## src/rtl/gr8b0nd_pkg.sv

```systemverilog
// Shared definitions for the ALU execute sequencer: opcode constants,
// instruction field positions, FSM state encoding and decode helpers.
package gr8b0nd_pkg;

  // Top-nibble opcodes of the immediate-format instructions
  localparam logic [3:0] TOP_CI8     = 4'hB;
  localparam logic [3:0] TOP_CII     = 4'hC;
  localparam logic [3:0] TOP_CUP     = 4'hD;
  localparam logic [3:0] TOP_BZ      = 4'hE;
  localparam logic [3:0] TOP_BNZ     = 4'hF;
  localparam logic [3:0] TOP_IMM_MIN = 4'hB;

  // Full 8-bit opcodes of the register-format instructions with special handling
  localparam logic [7:0] OP_TRAP = 8'h00;
  localparam logic [7:0] OP_JR   = 8'h01;
  localparam logic [7:0] OP_LD   = 8'h40;
  localparam logic [7:0] OP_ST   = 8'h41;

  // Field LSB positions inside the 16-bit instruction word
  localparam int TOP_LSB = 12;
  localparam int OP_LSB  = 8;
  localparam int IMM_LSB = 4;
  localparam int RS_LSB  = 4;
  localparam int RD_LSB  = 0;

  typedef enum logic [2:0] {
    ST_IDLE   = 3'd0,
    ST_DECODE = 3'd1,
    ST_EXEC   = 3'd2,
    ST_MEM    = 3'd3,
    ST_WB     = 3'd4,
    ST_HALT   = 3'd5
  } state_t;

  // What the writeback cycle stores into R[rd]
  typedef enum logic [2:0] {
    WB_NONE   = 3'd0,
    WB_RESULT = 3'd1,
    WB_CI8    = 3'd2,
    WB_CII    = 3'd3,
    WB_CUP    = 3'd4
  } wb_kind_t;

  // True for op8 values that are executed by the external ALU
  function automatic logic is_alu_op(input logic [7:0] op);
    logic hit;
    hit = 1'b0;
    if (op >= 8'h70 && op <= 8'h77) begin
      hit = 1'b1;
    end else if (op >= 8'h60 && op <= 8'h63) begin
      hit = 1'b1;
    end else if (op >= 8'h50 && op <= 8'h52) begin
      hit = 1'b1;
    end else if (op == 8'h32 || op == 8'h33 || op == 8'h10) begin
      hit = 1'b1;
    end else begin
      hit = 1'b0;
    end
    return hit;
  endfunction

  // True when the top nibble selects the imm8/rd instruction format
  function automatic logic is_imm_top(input logic [3:0] top);
    return (top >= TOP_IMM_MIN);
  endfunction

  function automatic logic [15:0] sext8(input logic [7:0] v);
    return {{8{v[7]}}, v};
  endfunction

endpackage

```

## src/rtl/alu_sequencer_if.sv

```systemverilog
// Instruction handshake from fetch plus the load/store memory handshake.
// master = sequencer side, slave = fetch stage / data memory side.
interface alu_sequencer_if #(
  parameter int WIDTH = 16
);
  logic             in_valid;
  logic [15:0]      in_instr;
  logic             in_ready;
  logic             mem_req;
  logic             mem_we;
  logic [WIDTH-1:0] mem_addr;
  logic [WIDTH-1:0] mem_wdata;
  logic [WIDTH-1:0] mem_rdata;
  logic             mem_ack;

  modport master (
    input  in_valid, in_instr, mem_rdata, mem_ack,
    output in_ready, mem_req, mem_we, mem_addr, mem_wdata
  );

  modport slave (
    output in_valid, in_instr, mem_rdata, mem_ack,
    input  in_ready, mem_req, mem_we, mem_addr, mem_wdata
  );
endinterface

```

## src/rtl/gr8b0nd_regfile.sv

```systemverilog
// Register file: one synchronous write port, three combinational read ports
// (source operand, destination operand, debug) and a synchronous clear.
module gr8b0nd_regfile #(
  parameter int NREGS = 16,
  parameter int WIDTH = 16,
  parameter int AW    = $clog2(NREGS)
) (
  input  logic             clk,
  input  logic             clr_n,
  input  logic             we,
  input  logic [AW-1:0]    waddr,
  input  logic [WIDTH-1:0] wdata,
  input  logic [AW-1:0]    rs_addr,
  output logic [WIDTH-1:0] rs_data,
  input  logic [AW-1:0]    rd_addr,
  output logic [WIDTH-1:0] rd_data,
  input  logic [AW-1:0]    dbg_addr,
  output logic [WIDTH-1:0] dbg_data
);

  logic [WIDTH-1:0] regs_r [NREGS];

  // Storage update: clear everything on reset, otherwise single-port write
  always_ff @(posedge clk) begin
    if (!clr_n) begin
      for (int i = 0; i < NREGS; i++) begin
        regs_r[i] <= '0;
      end
    end else if (we) begin
      regs_r[waddr] <= wdata;
    end
  end

  assign rs_data  = regs_r[rs_addr];
  assign rd_data  = regs_r[rd_addr];
  assign dbg_data = regs_r[dbg_addr];

endmodule

```

## src/rtl/alu_sequencer.sv

```systemverilog
// Multicycle execute controller: accepts an instruction, reads operands,
// drives the external ALU or the memory handshake, then retires with a
// one-cycle done pulse and an optional register write.
module alu_sequencer
  import gr8b0nd_pkg::*;
#(
  parameter int NREGS = 16,
  parameter int WIDTH = 16
) (
  input  logic              clk,
  input  logic              rst_n,
  alu_sequencer_if.master   bus,
  output logic [WIDTH-1:0]  alu_a,
  output logic [WIDTH-1:0]  alu_b,
  output logic [7:0]        alu_sel,
  input  logic [WIDTH-1:0]  alu_out,
  input  logic              alu_carry,
  output logic              done,
  output logic              br_taken,
  output logic [WIDTH-1:0]  br_target,
  output logic              carry_flag,
  output logic              illegal,
  output logic              halted,
  input  logic [3:0]        dbg_addr,
  output logic [WIDTH-1:0]  dbg_data
);

  localparam int AW = $clog2(NREGS);

  state_t           state_r;
  wb_kind_t         wb_kind_r;
  logic [15:0]      instr_r;
  logic [WIDTH-1:0] op_b_r;
  logic [WIDTH-1:0] result_r;
  logic             in_ready_r;
  logic             mem_req_r;
  logic             mem_we_r;
  logic [WIDTH-1:0] mem_addr_r;
  logic [WIDTH-1:0] mem_wdata_r;
  logic [WIDTH-1:0] alu_a_r;
  logic [WIDTH-1:0] alu_b_r;
  logic [7:0]       alu_sel_r;
  logic             done_r;
  logic             br_taken_r;
  logic [WIDTH-1:0] br_target_r;
  logic             carry_flag_r;
  logic             illegal_r;
  logic             halted_r;

  logic [3:0]       top_s;
  logic [7:0]       op8_s;
  logic [7:0]       imm8_s;
  logic [AW-1:0]    rs_s;
  logic [AW-1:0]    rd_s;
  logic [WIDTH-1:0] rs_data_s;
  logic [WIDTH-1:0] rd_data_s;
  logic             wr_en_s;
  logic [WIDTH-1:0] wr_data_s;

  assign top_s  = instr_r[TOP_LSB +: 4];
  assign op8_s  = instr_r[OP_LSB +: 8];
  assign imm8_s = instr_r[IMM_LSB +: 8];
  assign rs_s   = instr_r[RS_LSB +: AW];
  assign rd_s   = instr_r[RD_LSB +: AW];

  gr8b0nd_regfile #(
    .NREGS (NREGS),
    .WIDTH (WIDTH),
    .AW    (AW)
  ) u_regfile (
    .clk      (clk),
    .clr_n    (rst_n),
    .we       (wr_en_s),
    .waddr    (rd_s),
    .wdata    (wr_data_s),
    .rs_addr  (rs_s),
    .rs_data  (rs_data_s),
    .rd_addr  (rd_s),
    .rd_data  (rd_data_s),
    .dbg_addr (dbg_addr),
    .dbg_data (dbg_data)
  );

  // Writeback data selection; the write itself lands on the edge that leaves WB
  always_comb begin
    wr_en_s   = 1'b0;
    wr_data_s = '0;
    if (state_r == ST_WB) begin
      case (wb_kind_r)
        WB_RESULT: begin wr_en_s = 1'b1; wr_data_s = result_r;                 end
        WB_CI8:    begin wr_en_s = 1'b1; wr_data_s = sext8(imm8_s);            end
        WB_CII:    begin wr_en_s = 1'b1; wr_data_s = {imm8_s, imm8_s};         end
        WB_CUP:    begin wr_en_s = 1'b1; wr_data_s = {imm8_s, op_b_r[7:0]};    end
        default:   begin wr_en_s = 1'b0; wr_data_s = '0;                       end
      endcase
    end else begin
      wr_en_s   = 1'b0;
      wr_data_s = '0;
    end
  end

  // Sequencer FSM with all outputs registered; pulses default low each cycle
  always_ff @(posedge clk) begin
    if (!rst_n) begin
      state_r      <= ST_IDLE;
      wb_kind_r    <= WB_NONE;
      instr_r      <= 16'h0000;
      op_b_r       <= '0;
      result_r     <= '0;
      in_ready_r   <= 1'b1;
      mem_req_r    <= 1'b0;
      mem_we_r     <= 1'b0;
      mem_addr_r   <= '0;
      mem_wdata_r  <= '0;
      alu_a_r      <= '0;
      alu_b_r      <= '0;
      alu_sel_r    <= 8'h00;
      done_r       <= 1'b0;
      br_taken_r   <= 1'b0;
      br_target_r  <= '0;
      carry_flag_r <= 1'b0;
      illegal_r    <= 1'b0;
      halted_r     <= 1'b0;
    end else begin
      done_r      <= 1'b0;
      illegal_r   <= 1'b0;
      br_taken_r  <= 1'b0;
      br_target_r <= '0;
      case (state_r)
        ST_IDLE: begin
          if (bus.in_valid) begin
            instr_r    <= bus.in_instr;
            in_ready_r <= 1'b0;
            state_r    <= ST_DECODE;
          end
        end
        ST_DECODE: begin
          op_b_r <= rd_data_s;
          if (is_imm_top(top_s)) begin
            state_r <= ST_WB;
            done_r  <= 1'b1;
            case (top_s)
              TOP_CI8: wb_kind_r <= WB_CI8;
              TOP_CII: wb_kind_r <= WB_CII;
              TOP_CUP: wb_kind_r <= WB_CUP;
              TOP_BZ: begin
                wb_kind_r   <= WB_NONE;
                br_taken_r  <= (rd_data_s == '0);
                br_target_r <= sext8(imm8_s);
              end
              TOP_BNZ: begin
                wb_kind_r   <= WB_NONE;
                br_taken_r  <= (rd_data_s != '0);
                br_target_r <= sext8(imm8_s);
              end
              default: wb_kind_r <= WB_NONE;
            endcase
          end else if (is_alu_op(op8_s)) begin
            state_r   <= ST_EXEC;
            wb_kind_r <= WB_RESULT;
            alu_a_r   <= rs_data_s;
            alu_b_r   <= rd_data_s;
            alu_sel_r <= op8_s;
          end else if (op8_s == OP_LD || op8_s == OP_ST) begin
            state_r     <= ST_MEM;
            wb_kind_r   <= (op8_s == OP_LD) ? WB_RESULT : WB_NONE;
            mem_req_r   <= 1'b1;
            mem_we_r    <= (op8_s == OP_ST);
            mem_addr_r  <= rs_data_s;
            mem_wdata_r <= rd_data_s;
          end else if (op8_s == OP_TRAP) begin
            state_r  <= ST_HALT;
            halted_r <= 1'b1;
          end else if (op8_s == OP_JR) begin
            state_r     <= ST_WB;
            wb_kind_r   <= WB_NONE;
            done_r      <= 1'b1;
            br_taken_r  <= 1'b1;
            br_target_r <= rd_data_s;
          end else begin
            state_r   <= ST_WB;
            wb_kind_r <= WB_NONE;
            done_r    <= 1'b1;
            illegal_r <= 1'b1;
          end
        end
        ST_EXEC: begin
          result_r     <= alu_out;
          carry_flag_r <= alu_carry;
          alu_a_r      <= '0;
          alu_b_r      <= '0;
          alu_sel_r    <= 8'h00;
          state_r      <= ST_WB;
          done_r       <= 1'b1;
        end
        ST_MEM: begin
          if (bus.mem_ack) begin
            if (!mem_we_r) begin
              result_r <= bus.mem_rdata;
            end
            mem_req_r   <= 1'b0;
            mem_we_r    <= 1'b0;
            mem_addr_r  <= '0;
            mem_wdata_r <= '0;
            state_r     <= ST_WB;
            done_r      <= 1'b1;
          end
        end
        ST_WB: begin
          wb_kind_r  <= WB_NONE;
          in_ready_r <= 1'b1;
          state_r    <= ST_IDLE;
        end
        ST_HALT: begin
          in_ready_r <= 1'b0;
          halted_r   <= 1'b1;
        end
        default: begin
          state_r    <= ST_IDLE;
          in_ready_r <= 1'b1;
        end
      endcase
    end
  end

  assign bus.in_ready  = in_ready_r;
  assign bus.mem_req   = mem_req_r;
  assign bus.mem_we    = mem_we_r;
  assign bus.mem_addr  = mem_addr_r;
  assign bus.mem_wdata = mem_wdata_r;
  assign alu_a         = alu_a_r;
  assign alu_b         = alu_b_r;
  assign alu_sel       = alu_sel_r;
  assign done          = done_r;
  assign br_taken      = br_taken_r;
  assign br_target     = br_target_r;
  assign carry_flag    = carry_flag_r;
  assign illegal       = illegal_r;
  assign halted        = halted_r;

endmodule

```

## src/flat_wrapper.sv

```systemverilog
// flat-port wrapper written by rule: the top's interface ports become plain ports
module alu_sequencer_flat import gr8b0nd_pkg::*;
#(
  parameter int NREGS = 16,
  parameter int WIDTH = 16
)
  (clk, rst_n, alu_a, alu_b, alu_sel, alu_out, alu_carry, done, br_taken, br_target, carry_flag, illegal, halted, dbg_addr, dbg_data, bus_in_valid, bus_in_instr, bus_mem_rdata, bus_mem_ack, bus_in_ready, bus_mem_req, bus_mem_we, bus_mem_addr, bus_mem_wdata);
  alu_sequencer_if #(.WIDTH(WIDTH)) bus_i ();
  input  logic clk;
  input  logic rst_n;
  output logic [WIDTH-1:0] alu_a;
  output logic [WIDTH-1:0] alu_b;
  output logic [7:0] alu_sel;
  input  logic [WIDTH-1:0] alu_out;
  input  logic alu_carry;
  output logic done;
  output logic br_taken;
  output logic [WIDTH-1:0] br_target;
  output logic carry_flag;
  output logic illegal;
  output logic halted;
  input  logic [3:0] dbg_addr;
  output logic [WIDTH-1:0] dbg_data;
  input wire logic [$bits(bus_i.in_valid)-1:0] bus_in_valid;
  input wire logic [$bits(bus_i.in_instr)-1:0] bus_in_instr;
  input wire logic [$bits(bus_i.mem_rdata)-1:0] bus_mem_rdata;
  input wire logic [$bits(bus_i.mem_ack)-1:0] bus_mem_ack;
  output wire logic [$bits(bus_i.in_ready)-1:0] bus_in_ready;
  output wire logic [$bits(bus_i.mem_req)-1:0] bus_mem_req;
  output wire logic [$bits(bus_i.mem_we)-1:0] bus_mem_we;
  output wire logic [$bits(bus_i.mem_addr)-1:0] bus_mem_addr;
  output wire logic [$bits(bus_i.mem_wdata)-1:0] bus_mem_wdata;
  assign bus_i.in_valid = bus_in_valid;
  assign bus_i.in_instr = bus_in_instr;
  assign bus_i.mem_rdata = bus_mem_rdata;
  assign bus_i.mem_ack = bus_mem_ack;
  assign bus_in_ready = bus_i.in_ready;
  assign bus_mem_req = bus_i.mem_req;
  assign bus_mem_we = bus_i.mem_we;
  assign bus_mem_addr = bus_i.mem_addr;
  assign bus_mem_wdata = bus_i.mem_wdata;
  alu_sequencer #(.NREGS(NREGS), .WIDTH(WIDTH)) u_core (.clk(clk), .rst_n(rst_n), .bus(bus_i), .alu_a(alu_a), .alu_b(alu_b), .alu_sel(alu_sel), .alu_out(alu_out), .alu_carry(alu_carry), .done(done), .br_taken(br_taken), .br_target(br_target), .carry_flag(carry_flag), .illegal(illegal), .halted(halted), .dbg_addr(dbg_addr), .dbg_data(dbg_data));
endmodule
```

## config.mk

```make
export PLATFORM = sky130hd
export DESIGN_NAME = alu_sequencer_flat
export DESIGN_NICKNAME = d
export VERILOG_FILES = /design/src/rtl/gr8b0nd_pkg.sv /design/src/rtl/alu_sequencer_if.sv /design/src/rtl/gr8b0nd_regfile.sv /design/src/rtl/alu_sequencer.sv /design/src/flat_wrapper.sv
export SDC_FILE = /design/constraint.sdc
export NUM_CORES = 1
export LEC_CHECK = 0
export BUFFER_PORTS_ARGS = -buffer_cell sky130_fd_sc_hd__buf_4
export CORE_MARGIN = 5
export CORE_UTILIZATION = 65
export DETAILED_ROUTE_END_ITERATION = 7
export PLACE_DENSITY = 0.88
export SETUP_SLACK_MARGIN = 0.5
export SLEW_MARGIN = 20
export SYNTH_ARGS = -nofsm -noshare
export SYNTH_HDL_FRONTEND = slang
export SYNTH_SLANG_ARGS = --single-unit
```

## constraint.sdc

```tcl
create_clock -name clk -period 8.76 [get_ports clk]
set_clock_uncertainty 0.1 [all_clocks]
set_input_delay 0.876 -clock clk [delete_from_list [all_inputs] [get_ports clk]]
set_output_delay 0.876 -clock clk [all_outputs]
set_load 0.03 [all_outputs]
```

Yosys cells after proc, flatten, opt, wreduce, memory -nomap -nowiden:

Memories as Yosys holds them, arrays and structs flattened. A register that Yosys moved wholly into a read port is not among the register bits.
Cells that the tools add are included.

* register bits after elaboration: 142
* memories kept: 1
* input bits: 57
* RAM bits: 256

* bitwise logic cells: 4
* muxes and demuxes: 92
* equality and inequality tests: 30
* reduce and logical (&&, ||, !) cells: 29
* order comparisons: 7

Memory list
* u_core.u_regfile.regs_r: depth 16, bits a word 16, rd ports 3, clocked after Yosys merged registers in 2, wr ports 16, line gr8b0nd_regfile.sv:21 `logic [WIDTH-1:0] regs_r [NREGS];`

Operator list (number)
* two-way mux 16 bit: 21
* case mux 16 bit (2 select lines): 5
* case mux 16 bit (4 select lines): 1
* two-way mux 1 bit: 39
* two-way mux 3 bit: 9
* greater-or-equal comparator 8 x 7 -> 1 bit, second input constant: 3
* less-or-equal comparator 8 x 7 -> 1 bit, second input constant: 3
* == test 4 bit, second input constant: 5
* two-way mux 4 bit: 5
* == test 8 x 6 -> 1 bit, second input constant: 2
* == test 8 x 7 -> 1 bit, second input constant: 2
* zero test 16 bit: 1
* two-way mux 8 bit: 2
* case mux 8 bit (2 select lines): 1
* nonzero test 16 bit: 1
* OR reduction 16 bit: 1
* case mux 3 bit (5 select lines): 1
* == test 3 x 2 -> 1 bit, second input constant: 4
* != test 2 bit, second input constant: 6
* AND reduction 5 bit: 2
* nonzero test 2 bit: 5
* == test 3 bit, second input constant: 3
* case mux 3 bit (3 select lines): 1
* AND reduction 3 bit: 3
* 19 further kinds: 36

Longest topological paths before layout:

* word-level depth: 13
* gate-level depth with buffers: 9
* gate-level depth less buffers: 7

Cells and area by module:

From an unflattened synthesis, not the netlist that was laid out.

* cell total of the unflattened synthesis: 1627
* area total of the unflattened synthesis: 20976.4 um2

By module, submodules not included
* gr8b0nd_regfile: sequential area each 7687.4 um2, instances 1, cells each 996, area an instance 15305.9 um2
* alu_sequencer: sequential area each 2842.7 um2, instances 1, cells each 631, area an instance 5670.4 um2

Least setup slack after synthesis:

No wires, ideal clock.

* kind: input -> output
* start: input dbg_addr[0]
* end: output dbg_data[0]
* buffers on the path: 2
* data required time: 7784 ps
* slack: 4854 ps
* stages on the path: 4
* arrival time: 2930 ps
* cell sequence: clkbuf_1 buf_1 mux4_2 mux4_2

* word-level cells in the longest chain between the ends: 1

RTL lines
* from (decl): line flat_wrapper.sv:22 `input logic [3:0] dbg_addr;`
* memory read (16 x 16 bit)
* to (decl): line flat_wrapper.sv:23 `output logic [WIDTH-1:0] dbg_data;`

No other way between the ends.

==> impl_metrics.csv <==
group,metric,value,unit
run_status,status,"finished clean",
finish,final.fill_count,1885,
global_routing,grt_use_total,37.7,%
sta,period_minus_slack,4680,ps
sta,relSlewSlack,17.0,%
setup_path,start_kind,"register",
finish,syn2layout_area_growth,12.6,%
floorplan,io_pins,169,
clock_tree,tritoncts,"done",
sta,tightest_slew,1240,ps
floorplan,fp-row-count,65,
logic_synthesis,synth_area,20600,µm²
floorplan,core_area,31500,µm²
logic_synthesis,ys_warn_count,0,
min_path,hold_path_class,"reg2reg",
logic_synthesis,syn_avg_cell_area,12.9,µm²
logic_synthesis,synth_seq_area_share,51.8,%
setup_path,reg2reg_depth,7,
detailed_routing,drt-wirelength-per-cell,31.9,µm
sta,setup_violations,0,
setup_path,crit_chain,"nor2_1 -> nand2_1 -> nor2_1 -> nand2_1 -> nor3b_1 -> nand3_1 -> nand2_1",
sta,clock.fmax,0.214,GHz
sta,finalHoldViolations,0,
detailed_routing,drtIter0Drc,2974,
floorplan,die_x,188,µm
place,io_buffers,168,
logic_synthesis,yosys_register_bits,406,
clock_tree,postCtsSetupBuffers,0,
sta,period_share,53.5,%
clock_tree,cts_made_buffers,41,
detailed_routing,vias,15900,
clock_tree,cts.sinks,406,
logic_synthesis,async_flop_share,0,%
finish,drive_above_1_share,27.9,%
pwr,power.density,190,nW/µm²
pwr,p_leak,7.92,nW
global_routing,grt_pass1_wl,99.5,mm
setup_path,critPathRequiredTime,8840,ps
clock_tree,path_clk_slew,60,ps
sta,tns,0,ps
global_routing,grt-ovfl-total,0,
min_path,hold_depth,1,
detailed_routing,drc,0,
job,cap_viol_max_count,0,
finish,diodes,0,
logic_synthesis,ys.flop_type,"edfxtp_1",
floorplan,start_util,65.6,%
logic_synthesis,syn_inst,1602,
setup_path,critPathCaptureType,"register",
setup_path,critPathArrivalTime,4770,ps
logic_synthesis,synth_edf_count,256,
floorplan,die_h,188,µm
detailed_routing,vias_per_cell,7.52,
setup_path,max_stage_delay,930,ps
pwr,peakVddDrop,0.168,mV
sta,drv_slew,0,
global_routing,grt_max_degree,85,
place,dp_hpwl,43.6,mm
clock_tree,clock_latency,570,ps
clock_tree,cts_buffer_depth,3,
detailed_routing,routed_wl,67.2,mm
setup_path,critical_path.most_common_cell,"nand2_1",
global_routing,grt_pass1_vias,15500,
setup_path,critical_path_class,"reg2reg",
clock_tree,htree_num_levels,2,
finish,layout.nets,1731,
clock_tree,root_buffer,"clkbuf_16",
logic_synthesis,postSynthNetCount,1659,
setup_path,cp_max_fo,28,
global_routing,antenna_found_initial,0,
logic_synthesis,yosysUniqueCellTypes,46,
clock_tree,cts_resized,0,
finish,utilization,73.9,%
setup_path,worst_path_max_delay_cell,"nand2_1",
detailed_routing,drt.antenna.violating_nets,0,
floorplan,die-area,35400,µm²
sta,rsz0062_at_grt,"false",
clock_tree,cts_hold_buf,0,
detailed_routing,dr.pass1.iters,6,
place,gp_congestion,0.962,
## cell usage in the layout, fill, tap and decap left out, types with 3 or more instances in the layout
cell / instances
mux4_1: 6
inv_1: 4
nor3_1: 5
nor4_1: 5
nand3_1: 42
clkinv_2: 4
clkinvlp_4: 4
and3_1: 3
a21boi_0: 28
o211a_1: 16
a21oi_1: 21
clkbuf_16: 41
buf_4: 182
clkbuf_1: 8
nor3b_1: 4
a22oi_1: 117
o21ai_0: 14
edfxtp_1: 256
mux4_2: 218
nor2b_1: 78
a221o_1: 7
nand2_1: 154
and2_1: 4
dfxtp_1: 145
dfxtp_2: 3
clkinv_1: 7
nand2b_1: 5
nor2_1: 281
## report_power, final
part | switching [W] | internal, W | total [W]
clock network | 0.000782 | 0.000953 | 0.00174
logic | 0.000279 | 0.000222 | 0.000501
registers | 0.0000870 | 0.00208 | 0.00217
total | 0.00115 | 0.00326 | 0.00441
## logic make-up (layout without fill, tap and decap cells)
kind of cell,count (synthesis),in the layout,share of synthesized area (%)
xor gates and xnor gates,1,1,0.0424
AOI/OAI and AO/OA,216,216,7.72
adders and majority gates,1,1,0.0485
DFF,406,406,51.8
and+or+nand+nor,597,597,12.5
buffers and inverters,157,262,3.30
muxes,224,224,24.6
## synth_stat cells (5+ instances only)
| master | instances | share of area (%) |
|---|---|---|
| buf_4 | 5 | 0.18 |
| mux4_2 | 218 | 24 |
| edfxtp_1 | 256 | 37 |
| a22oi_1 | 117 | 4.3 |
| a21boi_0 | 28 | 1.0 |
| o21ai_0 | 14 | 0.34 |
| buf_6 | 5 | 0.27 |
| clkbuf_1 | 113 | 2.1 |
| buf_1 | 17 | 0.31 |
| nor4_1 | 5 | 0.15 |
| buf_2 | 10 | 0.24 |
| a221o_1 | 7 | 0.34 |
| nand3_1 | 42 | 1.0 |
| dfxtp_1 | 150 | 15 |
| and2_1 | 5 | 0.15 |
| nand2b_1 | 5 | 0.15 |
| o211a_1 | 16 | 0.78 |
| mux4_1 | 6 | 0.76 |
| nor3_1 | 6 | 0.15 |
| nor2_1 | 284 | 5.2 |
| a21oi_1 | 22 | 0.53 |
| nor2b_1 | 80 | 2.4 |
| nand2_1 | 156 | 2.8 |
## cell type report
cell class	instances	area (µm²)	area share [%]
Clock buffer	51	1080	4.66
Clock inverter	25	238	1.02
Inverter	4	15.0	0.0646
Multi-Input combinational cell	1039	9340	40.2
Sequential cell	406	10700	46.0
Tap cell	402	503	2.16
Timing Repair Buffer	182	1370	5.88
## routing by layer
metal	up-vias	global-route usage, %	part of all wire (%)
met2	1605	56.4	45
li1	6251	-	-
met3	321	13.4	17
met5	-	0	0
met4	0	19.3	6.6
met1	7682	49.3	31
## flip-flops by register name, summed over array words and instances (netlist names), 8 cells and up, named ones only
| register | cells |
|---|---|
| u_core.u_regfile.regs_r | 256 |
| u_core.alu_a | 16 |
| u_core.alu_b | 16 |
| u_core.br_target | 16 |
| u_core.bus.mem_addr | 16 |
| u_core.bus.mem_wdata | 16 |
| u_core.instr_r | 16 |
| u_core.result_r | 16 |
| u_core.alu_sel | 8 |
| u_core.op_b_r | 8 |
## through the flow
stage | area [µm²] | hold WS, ps | worst slack, ps | power (W) | instances
after global placement | 21900 | 359 | 4360 | 0.00267 | 2033
after global routing | 23200 | 421 | 3800 | 0.00450 | 2109
after floorplan | 20600 | 344 | 4850 | 0.00250 | 1602
final | 23200 | 382 | 4080 | 0.00441 | 2109
after detailed placement | 21900 | 368 | 4320 | 0.00268 | 2033
after CTS | 23200 | 385 | 4240 | 0.00437 | 2109
## final timing paths
kind	slack (ps)	to	start
max	4080	u_core.u_regfile.regs_r[13][0]	u_core.state_r[0]
min	380	u_core.alu_sel[7]	u_core.alu_sel[7]
max reg2reg	4080	u_core.u_regfile.regs_r[13][0]	u_core.state_r[0]
min reg2reg	380	u_core.alu_sel[7]	u_core.alu_sel[7]
## critical path: cells and delay by family, from the launching register on
kind / cells / cell delay, ps
flip-flops: 1 / 630
AND/OR/NAND/NOR: 7 / 3600
No activity file was read; power rests on OpenSTA's default activity.
